==> config.mk <==
export PLATFORM = sky130hd
export DESIGN_NAME = execute_stage
export DESIGN_NICKNAME = d
export VERILOG_FILES = /design/src/rtl/execute_stage_pkg.sv /design/src/rtl/execute_stage_alu_unit.sv /design/src/rtl/execute_stage.sv
export SDC_FILE = /design/constraint.sdc
export NUM_CORES = 1
export LEC_CHECK = 0
export ABC_AREA = 1
export BUFFER_PORTS_ARGS = -buffer_cell sky130_fd_sc_hd__buf_4
export CAP_MARGIN = 20
export CORE_MARGIN = 2
export CORE_UTILIZATION = 42
export CTS_CLUSTER_DIAMETER = 100
export DETAILED_ROUTE_END_ITERATION = 6
export PLACE_DENSITY = 0.64
export SLEW_MARGIN = 20
export SYNTH_ARGS = -nofsm -noshare
export SYNTH_HDL_FRONTEND = slang
export SYNTH_HIERARCHICAL = 1
export SYNTH_SLANG_ARGS = --single-unit
==> constraint.sdc <==
create_clock -name clk -period 4.6 [get_ports clk]
set_clock_uncertainty 0.2 [all_clocks]
set_input_delay 0.46 -clock clk [delete_from_list [all_inputs] [get_ports clk]]
set_output_delay 0.46 -clock clk [all_outputs]
set_load 0.1 [all_outputs]
==> src/rtl/execute_stage_pkg.sv <==
// Shared definitions for the execute stage: ALU opcodes, multiplier states
// and the operand-forwarding match helper.
package execute_stage_pkg;

    typedef enum logic [3:0] {
        ALU_ADD   = 4'h0,
        ALU_SUB   = 4'h1,
        ALU_AND   = 4'h2,
        ALU_OR    = 4'h3,
        ALU_XOR   = 4'h4,
        ALU_SLL   = 4'h5,
        ALU_SRL   = 4'h6,
        ALU_SRA   = 4'h7,
        ALU_SLT   = 4'h8,
        ALU_SLTU  = 4'h9,
        ALU_LUI   = 4'hA,
        ALU_AUIPC = 4'hB,
        ALU_MUL   = 4'hC
    } alu_op_e;

    typedef enum logic [1:0] {
        MUL_IDLE = 2'd0,
        MUL_RUN  = 2'd1,
        MUL_DONE = 2'd2
    } mul_state_e;

    // x0 is hard-wired zero, so a write to it must never be forwarded.
    function automatic logic fwd_hit(input logic en, input logic [4:0] rd, input logic [4:0] rs);
        return en && (rd != 5'd0) && (rd == rs);
    endfunction

endpackage

==> src/rtl/execute_stage_alu_unit.sv <==
// Combinational RV32I ALU; results wrap modulo 2^XLEN, unknown opcodes give 0.
// The MUL opcode is handled by the iterative unit in execute_stage, so it yields 0 here.
module alu_unit
    import execute_stage_pkg::*;
#(
    parameter int XLEN = 32
) (
    input  logic [3:0]      op,
    input  logic [XLEN-1:0] a,
    input  logic [XLEN-1:0] b,
    input  logic [XLEN-1:0] imm,
    input  logic [XLEN-1:0] pc,
    output logic [XLEN-1:0] result
);

    localparam int SHW = $clog2(XLEN);

    logic [SHW-1:0] shamt;

    assign shamt = b[SHW-1:0];

    always_comb begin
        result = '0;
        case (op)
            ALU_ADD:   result = a + b;
            ALU_SUB:   result = a - b;
            ALU_AND:   result = a & b;
            ALU_OR:    result = a | b;
            ALU_XOR:   result = a ^ b;
            ALU_SLL:   result = a << shamt;
            ALU_SRL:   result = a >> shamt;
            ALU_SRA:   result = $unsigned($signed(a) >>> shamt);
            ALU_SLT:   result = {{(XLEN-1){1'b0}}, ($signed(a) < $signed(b))};
            ALU_SLTU:  result = {{(XLEN-1){1'b0}}, (a < b)};
            ALU_LUI:   result = imm;
            ALU_AUIPC: result = pc + imm;
            default:   result = '0;
        endcase
    end

endmodule

==> src/rtl/execute_stage.sv <==
// Execute stage: ID/EX register, forwarding muxes, ALU and EX/MEM register.
// Optional iterative multiplier enabled by defining EXECUTE_MUL_EN.
module execute_stage
    import execute_stage_pkg::*;
#(
    parameter int XLEN = 32
`ifdef EXECUTE_MUL_EN
    , parameter int MUL_CYC = 32
`endif
) (
    input  logic            clk,
    input  logic            reset,
    input  logic            id_valid,
    input  logic            id_stall,
    input  logic            WriteBack,
    input  logic            MemoryRead,
    input  logic            MemoryWrite,
    input  logic [3:0]      aluOP,
    input  logic [2:0]      aluOP_2,
    input  logic            AluSrc,
    input  logic [XLEN-1:0] PC,
    input  logic [4:0]      IFID_rs1,
    input  logic [4:0]      IFID_rs2,
    input  logic [4:0]      IFID_rd,
    input  logic [XLEN-1:0] IFID_imm,
    input  logic [XLEN-1:0] IFID_read_data1,
    input  logic [XLEN-1:0] IFID_read_data2,
    input  logic [4:0]      memwb_rd,
    input  logic            memwb_regwrite,
    input  logic [XLEN-1:0] MEMEX_WriteBack,
    output logic            IDEX_MemoryRead,
    output logic [4:0]      IDEX_rd,
    output logic [XLEN-1:0] EXMEM_alu_result,
    output logic [XLEN-1:0] EXMEM_store_data,
    output logic [4:0]      EXMEM_rd,
    output logic            EXMEM_WriteBack,
    output logic            EXMEM_MemoryRead,
    output logic            EXMEM_MemoryWrite,
    output logic [2:0]      EXMEM_funct3,
    output logic            ex_busy
);

    logic            idex_wb;
    logic            idex_mw;
    logic [3:0]      idex_aluop;
    logic [2:0]      idex_funct3;
    logic            idex_alusrc;
    logic [XLEN-1:0] idex_pc;
    logic [4:0]      idex_rs1;
    logic [4:0]      idex_rs2;
    logic [XLEN-1:0] idex_imm;
    logic [XLEN-1:0] idex_rd1;
    logic [XLEN-1:0] idex_rd2;

    logic [XLEN-1:0] fwd_a;
    logic [XLEN-1:0] fwd_b;
    logic [XLEN-1:0] op_b;
    logic [XLEN-1:0] alu_result;
    logic [XLEN-1:0] ex_result;
    logic            idex_hold;
    logic            exmem_bubble;
    logic            exmem_fwd_en;

    // A load in EX/MEM has no data yet; its value arrives later on the MEM/WB bus.
    assign exmem_fwd_en = EXMEM_WriteBack & ~EXMEM_MemoryRead;

    assign fwd_a = fwd_hit(exmem_fwd_en, EXMEM_rd, idex_rs1)   ? EXMEM_alu_result :
                   fwd_hit(memwb_regwrite, memwb_rd, idex_rs1) ? MEMEX_WriteBack  : idex_rd1;
    assign fwd_b = fwd_hit(exmem_fwd_en, EXMEM_rd, idex_rs2)   ? EXMEM_alu_result :
                   fwd_hit(memwb_regwrite, memwb_rd, idex_rs2) ? MEMEX_WriteBack  : idex_rd2;
    assign op_b  = idex_alusrc ? idex_imm : fwd_b;

    alu_unit #(.XLEN(XLEN)) u_alu (
        .op     (idex_aluop),
        .a      (fwd_a),
        .b      (op_b),
        .imm    (idex_imm),
        .pc     (idex_pc),
        .result (alu_result)
    );

`ifdef EXECUTE_MUL_EN
    localparam int CNT_W = $clog2(MUL_CYC + 1);

    mul_state_e      mul_state;
    logic            busy_q;
    logic            mul_start;
    logic [XLEN-1:0] mul_a;
    logic [XLEN-1:0] mul_b;
    logic [XLEN-1:0] mul_acc;
    logic [CNT_W-1:0] mul_cnt;

    // The MUL must stay in ID/EX on its start edge too, so its rd/controls survive to DONE.
    assign mul_start    = (mul_state == MUL_IDLE) && (idex_aluop == ALU_MUL);
    assign idex_hold    = busy_q | mul_start;
    assign exmem_bubble = mul_start | (mul_state == MUL_RUN);
    assign ex_result    = (mul_state == MUL_DONE) ? mul_acc : alu_result;
    assign ex_busy      = busy_q;
`else
    assign idex_hold    = 1'b0;
    assign exmem_bubble = 1'b0;
    assign ex_result    = alu_result;
    assign ex_busy      = 1'b0;
`endif

    always_ff @(posedge clk) begin
        if (reset) begin
            IDEX_MemoryRead   <= 1'b0;
            IDEX_rd           <= '0;
            idex_wb           <= 1'b0;
            idex_mw           <= 1'b0;
            idex_aluop        <= '0;
            idex_funct3       <= '0;
            idex_alusrc       <= 1'b0;
            idex_pc           <= '0;
            idex_rs1          <= '0;
            idex_rs2          <= '0;
            idex_imm          <= '0;
            idex_rd1          <= '0;
            idex_rd2          <= '0;
            EXMEM_alu_result  <= '0;
            EXMEM_store_data  <= '0;
            EXMEM_rd          <= '0;
            EXMEM_WriteBack   <= 1'b0;
            EXMEM_MemoryRead  <= 1'b0;
            EXMEM_MemoryWrite <= 1'b0;
            EXMEM_funct3      <= '0;
`ifdef EXECUTE_MUL_EN
            mul_state         <= MUL_IDLE;
            busy_q            <= 1'b0;
            mul_a             <= '0;
            mul_b             <= '0;
            mul_acc           <= '0;
            mul_cnt           <= '0;
`endif
        end else begin
            if (!idex_hold) begin
                if (id_stall || !id_valid) begin
                    IDEX_MemoryRead <= 1'b0;
                    IDEX_rd         <= '0;
                    idex_wb         <= 1'b0;
                    idex_mw         <= 1'b0;
                    idex_aluop      <= '0;
                    idex_funct3     <= '0;
                    idex_alusrc     <= 1'b0;
                    idex_pc         <= '0;
                    idex_rs1        <= '0;
                    idex_rs2        <= '0;
                    idex_imm        <= '0;
                    idex_rd1        <= '0;
                    idex_rd2        <= '0;
                end else begin
                    IDEX_MemoryRead <= MemoryRead;
                    IDEX_rd         <= IFID_rd;
                    idex_wb         <= WriteBack;
                    idex_mw         <= MemoryWrite;
                    idex_aluop      <= aluOP;
                    idex_funct3     <= aluOP_2;
                    idex_alusrc     <= AluSrc;
                    idex_pc         <= PC;
                    idex_rs1        <= IFID_rs1;
                    idex_rs2        <= IFID_rs2;
                    idex_imm        <= IFID_imm;
                    idex_rd1        <= IFID_read_data1;
                    idex_rd2        <= IFID_read_data2;
                end
            end

            if (exmem_bubble) begin
                EXMEM_alu_result  <= '0;
                EXMEM_store_data  <= '0;
                EXMEM_rd          <= '0;
                EXMEM_WriteBack   <= 1'b0;
                EXMEM_MemoryRead  <= 1'b0;
                EXMEM_MemoryWrite <= 1'b0;
                EXMEM_funct3      <= '0;
            end else begin
                EXMEM_alu_result  <= ex_result;
                EXMEM_store_data  <= fwd_b;
                EXMEM_rd          <= IDEX_rd;
                EXMEM_WriteBack   <= idex_wb;
                EXMEM_MemoryRead  <= IDEX_MemoryRead;
                EXMEM_MemoryWrite <= idex_mw;
                EXMEM_funct3      <= idex_funct3;
            end

`ifdef EXECUTE_MUL_EN
            // Shift-add, one multiplier bit per cycle; operands frozen at RUN entry.
            case (mul_state)
                MUL_IDLE: begin
                    if (mul_start) begin
                        mul_state <= MUL_RUN;
                        busy_q    <= 1'b1;
                        mul_a     <= fwd_a;
                        mul_b     <= op_b;
                        mul_acc   <= '0;
                        mul_cnt   <= CNT_W'(MUL_CYC - 1);
                    end
                end
                MUL_RUN: begin
                    if (mul_b[0]) begin
                        mul_acc <= mul_acc + mul_a;
                    end
                    mul_a <= mul_a << 1;
                    mul_b <= mul_b >> 1;
                    if (mul_cnt == '0) begin
                        mul_state <= MUL_DONE;
                        busy_q    <= 1'b0;
                    end else begin
                        mul_cnt <= mul_cnt - CNT_W'(1);
                    end
                end
                MUL_DONE: mul_state <= MUL_IDLE;
                default:  mul_state <= MUL_IDLE;
            endcase
`endif
        end
    end

endmodule

; After elaboration in Yosys (flattened, before gate mapping)
; Cells that the tools add are included.
; W data, S select, Z words.
[totals]
input_bits = 196
mem_bits_rw = 0
out_inout_bits = 82
reg_bits = 229
memories = 0
word_cells = 66
romBits = 0
latchBits = 0
[op_classes]
multipliers = 0
reduce_logical = 12
n_eq_ne = 15
muxes = 6
n_div = 0
add_sub_neg = 3
magnitude_cmp = 2
n_bitwise = 5
n_shift = 3
[ops]
columns = operator, count
row1 = $pmux W32 S12, 1
row2 = $mux W32, 5
row3 = $add A32 B32 Y32, 2
row4 = $lt A32 B32 Y1, 2
row5 = $and A32 B32 Y32, 1
row6 = $or A32 B32 Y32, 1
row7 = $shl A32 B5 Y32, 1
row8 = $shr A32 B5 Y32, 1
row9 = $sshr A32 B5 Y32, 1
row10 = $sub A32 B32 Y32, 1
row11 = $xor A32 B32 Y32, 1
row12 = $eq A5 B5 Y1, 4
row13 = $eq A4 B3 Y1 const B, 4
row14 = $eq A4 B4 Y1 const B, 4
row15 = $reduce_bool A5 Y1, 2
row16 = $eq A4 B2 Y1 const B, 2
row17 = $logic_and A1 B1 Y1, 6
row18 = $eq A4 B1 Y1 const B, 1
row19 = $logic_not A4 Y1, 1
row20 = $reduce_or A2 Y1, 1
row21 = $and A1 B1 Y1, 1
row22 = $logic_not A1 Y1, 1
row23 = $logic_or A1 B1 Y1, 1
row24 = $not A1 Y1, 1

; Logic depth before layout (Yosys ltp)
[depth]
depth_word = 8
mapped_depth = 33
ltp_nobuf = 29

; Cells and area by module
; Netlist, hierarchy kept.
[modules_own_cells]
columns = module, area_each_um2, instances, cells_per_inst, seq_area_each_um2
row1 = alu_unit, 12831.1, 1, 2729, 0.0
row2 = execute_stage, 9021.2, 1, 1246, 4584.4

; Worst setup path before layout
; Ideal clock, no wire load.
[synth_path]
path_kind = register to register
startpoint = register EXMEM_rd[0]
endpoint = register EXMEM_alu_result[17]
setup_time_ps = 128
required_time_ps = 4272
t_arrival_ps = 4006
path_slack_ps = 266
n_path_buf = 4
period_less_slack_ps = 4334
stages_incl_launch_ff = 25
path_cell_list = dfxtp_1 xnor2_1 nand2_1 nor3_2 buf_2 nand3b_1 nand3_1 nand2_1 inv_2 buf_2 buf_2 buf_2 ha_1 nor2_1 nand3_1 nand3_1 nand2_1 nand2_1 nand3_1 a21oi_1 nor2_1 nor2_1 nand2_1 inv_1 nor2_1
[synth_between]
elab_chain_len = 7
word_cells_on_any_way = 18
cone_classes = 2 x add/sub / 2 x eq/ne / 3 x shift / 4 x mux / 3 x bitwise / 4 x reduce/logical
[synth_rtl]
columns = element, line_no
row1 = "start, declared", execute_stage.sv:35  ; output logic [4:0] EXMEM_rd,
row2 = "start signal, assigned", execute_stage.sv:180  ; EXMEM_rd <= IDEX_rd;
row3 = $reduce_bool A5 Y1, execute_stage_pkg.sv:29  ; return en && (rd != 5'd0) && (rd == rs);
row4 = $logic_and A1 B1 Y1, execute_stage_pkg.sv:29
row5 = $logic_and A1 B1 Y1 (*), execute_stage_pkg.sv:29
row6 = $mux W32 (*), execute_stage.sv:69  ; assign fwd_b = fwd_hit(exmem_fwd_en, EXMEM_rd, idex_rs2) ? EXMEM_alu_result :
row7 = $mux W32 (*), execute_stage.sv:71  ; assign op_b = idex_alusrc ? idex_imm : fwd_b;
row8 = net op_b[3], execute_stage.sv:57  ; logic [XLEN-1:0] op_b;
row9 = $sub A32 B32 Y32 (tied with other cells), execute_stage_alu_unit.sv:26  ; ALU_SUB: result = a - b;
row10 = $pmux W32 S12 (*), execute_stage_alu_unit.sv:24  ; case (op)
row11 = net alu_result[17], execute_stage.sv:58  ; logic [XLEN-1:0] alu_result;
row12 = "end signal, assigned", execute_stage.sv:178  ; EXMEM_alu_result <= ex_result;
row13 = "end, declared", execute_stage.sv:33  ; output logic [XLEN-1:0] EXMEM_alu_result,
; Mark *: on every way through the listed nets, which the timed path passes. The rest lies on a longest branch.
; A chain may end at the register's enable or synchronous reset.

; Final worst setup path
[layout_path]
startpoint = register EXMEM_rd[2]
endpoint = register EXMEM_alu_result[22]
[layout_between]
word_cells_on_any_way = 18
cone_classes = 2 x add/sub / 2 x eq/ne / 3 x shift / 4 x mux / 3 x bitwise / 4 x reduce/logical
[layout_lines]
columns = element, line_no
row1 = $reduce_bool A5 Y1, execute_stage_pkg.sv:29
row2 = $logic_and A1 B1 Y1, execute_stage_pkg.sv:29
row3 = $logic_and A1 B1 Y1 (*), execute_stage_pkg.sv:29
row4 = $mux W32 (*), execute_stage.sv:67  ; assign fwd_a = fwd_hit(exmem_fwd_en, EXMEM_rd, idex_rs1) ? EXMEM_alu_result :
row5 = net fwd_a[15], execute_stage.sv:55  ; logic [XLEN-1:0] fwd_a;
row6 = $sub A32 B32 Y32 (tied with other cells), execute_stage_alu_unit.sv:26
row7 = $pmux W32 S12 (*), execute_stage_alu_unit.sv:24
row8 = net alu_result[22], execute_stage.sv:58
; Marks and branches as above.

==> impl_metrics.csv <==
group,metric,value,unit
cells_and_area,layout_common_cells,"nand2_1, inv_1, nand3_1",
cells_and_area,final_net_count,4747,
cells_and_area,fillers,5454,
power,comb_power_share,0.302,
grt,grtUsageTotal,0.402,
worst_setup_path,startpoint_type,"flop",
clock_tree,numCtsBuffers,28,
power,power.share.clock,0.368,
synth,avgSynthCellArea,5.50,sq um
sta,relSlewSlack,0.308,
sta,hold_viol,0,
clock_tree,clock_sinks,229,
drt,dr.pass1.iters,6,
clock_tree,worstSkewPairLatency,0.60,ns
grt,grt_max_degree,76,
sta,period_needed,4.36,ns
floorplan,die_y,232,um
worst_setup_path,crit_chain,"nor2_1 > nand2_1 > o21ai_1 > nor3_1 > nand2_1 > buf_4 > nand3_1 > nand2_1 > inv_1 > ha_1 > buf_4 > nor2_1 > inv_1 > nor3_2 > nand3_1 > nand3_1 > nand2_1 > nand3_1 > nand2_1 > inv_1 > nand3_1 > inv_1 > nor2_1",
floorplan,dieArea,0.0539,sq mm
worst_setup_path,slowest_delay,0.40,ns
floorplan,io_pins,278,
drt,first_iter_violations,2822,
sta,fin_crit_sh,0.949,
flow_run,maxCapViolCount,0,
sta,fmax,0.229,GHz
cells_and_area,syn_to_final_growth,27.1,%
clock_tree,cts_buffer_depth,3,
synth,syn-cell-area,0.0219,sq mm
grt,grt_remaining_overflow,0,
worst_setup_path,crit_required,4.85,ns
synth,ys.warnings.count,6,
drt,postRouteAntennaNets,0,
power,power.leakage,15.3,nW
sta,setup_ws,0.236,ns
clock_tree,cts_root_buf,"clkbuf_16",
sta,setup_viol_count_final,0,
worst_setup_path,end_kind,"flop",
grt,grt_pass1_wl,161000,um
worst_setup_path,critPathMaxFanout,18,
floorplan,dieWidth,232,um
drt,drcViolationCount,0,
cells_and_area,layout-drive-gt1-share,0.116,
synth,yosysUniqueCellTypes,52,
synth,ys_async_sr_fraction,0,
drt,dr_total_vias,27500,
power,seqPwrFrac,0.330,
clock_tree,post-cts-setup-buffers,0,
cells_and_area,layout_commonest_cell,"nand2_1",
run_status,status,"finished clean",
synth,synth-edff-count,0,
worst_setup_path,rr_worst_depth,23,
sta,slew_violations,0,
floorplan,start_util,0.425,
placed_design,gp_congestion,1.08,
floorplan,design.core.area,0.0514,sq mm
sta,tightest_slew,1.04,ns
synth,yosysSeqAreaShare,0.210,
sta,rsz0062_at_grt,"false",
floorplan,fp-row-count,83,
synth,synth-main-ff-cell,"dfxtp_1",
drt,totalWireLength,110000,um
power,p_total,6.40,mW
drt,drt-wirelength-per-cell,21.6,um
power,internal-power,4.05,mW
synth,synth_cells,3975,
worst_setup_path,critPathArrivalTime,4.61,ns
worst_setup_path,cp_slowest_cell,"ha_1",
grt,antenna_found_initial,2,
placed_design,port_buffers,276,
min_path,hold_depth,5,
worst_setup_path,worstSetupPathType,"flop to flop",
placed_design,post-dp-hpwl,89700,um
synth,mappedNetlistNets,4302,
synth,ys_ff_latch,229,
min_path,worstHoldPathType,"input pin to flop",
power,p_per_area,230,mW/mm^2
grt,grt_pass1_vias,25800,
synth,synthTopCellsByArea,"nand2_1, dfxtp_1, nand3_1",
synth,synth.largest_area_cell,"nand2_1",
clock_tree,clk_pin_slew_worst_paths,0.07,ns
power,ir_drop,0.291,mV
synth,synth_top_area_frac,0.223,
clock_tree,tritoncts,"yes",
power,power.switching,2.35,mW
power,swShare,0.368,
drt,viasPerCell,5.37,
cells_and_area,final_util,0.540,
placed_design,dp_slack,0.122,ns
clock_tree,cts-htree-levels,1,
cells_and_area,n_antenna_cell,0,
sta,setup_tns,0,ns
==> Yosys cell counts (all sizes together), types with 10 or more instances <==
master and instances:
clkbuf 44, nor3 27, nand2 1304, and2 10
o22ai 13, nor2 502, dfxtp 229, o211ai 19
xnor2 10, inv 666, nand4 35, nand3b 76
or2 12, buf 115, xor2 13, o21bai 12
a21oi 106, nand3 511, o21ai 103, ha 128
==> routing by layer <==
layer	global-route usage	part of all wire	up-vias
li1	-	-	13200
met1	0.505	0.40	12700
met2	0.641	0.44	1332
met3	0.0524	0.076	308
met4	0.270	0.082	0
met5	0	0	-
==> final cells by class <==
type | instances | area, sq um | share of cell area
multi-input combinational | 2919 | 14000 | 0.504
timing repair buffer | 574 | 4840 | 0.174
sequential | 229 | 4580 | 0.165
inverter | 668 | 2510 | 0.0903
tap | 680 | 851 | 0.0306
clock buffer | 36 | 791 | 0.0285
clock inverter | 15 | 193 | 0.00694
==> metrics by stage <==
stage,hold slack [ns],std cells,area (sq um)
floorplan,0.188,3975,21900
finish,0.0782,5121,27800
global route,0.114,5121,27800
global placement,0.190,4916,25200
CTS,0.0622,5121,27800
detailed placement,0.193,4916,25200
==> final timing paths <==
kind	end	from	slack (ns)
max	EXMEM_alu_result[22]	EXMEM_rd[2]	0.24
max reg2reg	EXMEM_alu_result[22]	EXMEM_rd[2]	0.24
min	EXMEM_store_data[29]	MEMEX_WriteBack[29]	0.08
min reg2reg	EXMEM_funct3[2]	idex_funct3[2]	0.20
==> kinds of logic (layout without fill, tap and decap cells) <==
logic type	Yosys count	count (layout)	synth area share
AOI/OAI and AO/OA	282	282	0.0727
xor gates and xnor gates	23	23	0.00922
adders and majority gates	131	131	0.0760
buffers and inverters	827	1293	0.150
DFF	229	229	0.210
muxes	1	1	0.000458
other	1	1	0.000172
and+or+nand+nor	2481	2481	0.481
==> sequential cells by signal (all words and copies together) (netlist names), 4 cells and up <==
name,flops
IDEX_rd,5
EXMEM_alu_result,32
idex_rs1,5
idex_rd2,32
EXMEM_store_data,32
idex_rs2,5
idex_pc,32
idex_aluop,4
idex_rd1,32
idex_imm,32
EXMEM_rd,5
==> power groups by stage <==
stage	clock network [mW]	registers, mW	logic, mW
final	2.36	2.11	1.93
after global routing	2.46	2.11	2.07
after CTS	2.38	2.11	1.87
after detailed placement	0	2.16	1.76
after global placement	0	2.16	1.77
after floorplan	0	2.31	0.888
==> timing repair <==
action | in CTS | in global routing
hold buffers | 154 | 0
resized for setup | 0 | 3
endpoints found under the setup margin | 0 | 5
hold endpoints to repair | 154 | 0
==> worst max-delay path, delay by kind of cell, from the launching register on <==
family                   cells  cell delay [ns]
flip-flops                   1             0.35
adder cells (fa/ha/maj)      1             0.40
buffers and inverters        6             0.89
AO/OA/AOI/OAI                1             0.26
AND/OR/NAND/NOR             15             2.10
No activity file was read; power rests on OpenSTA's default activity.
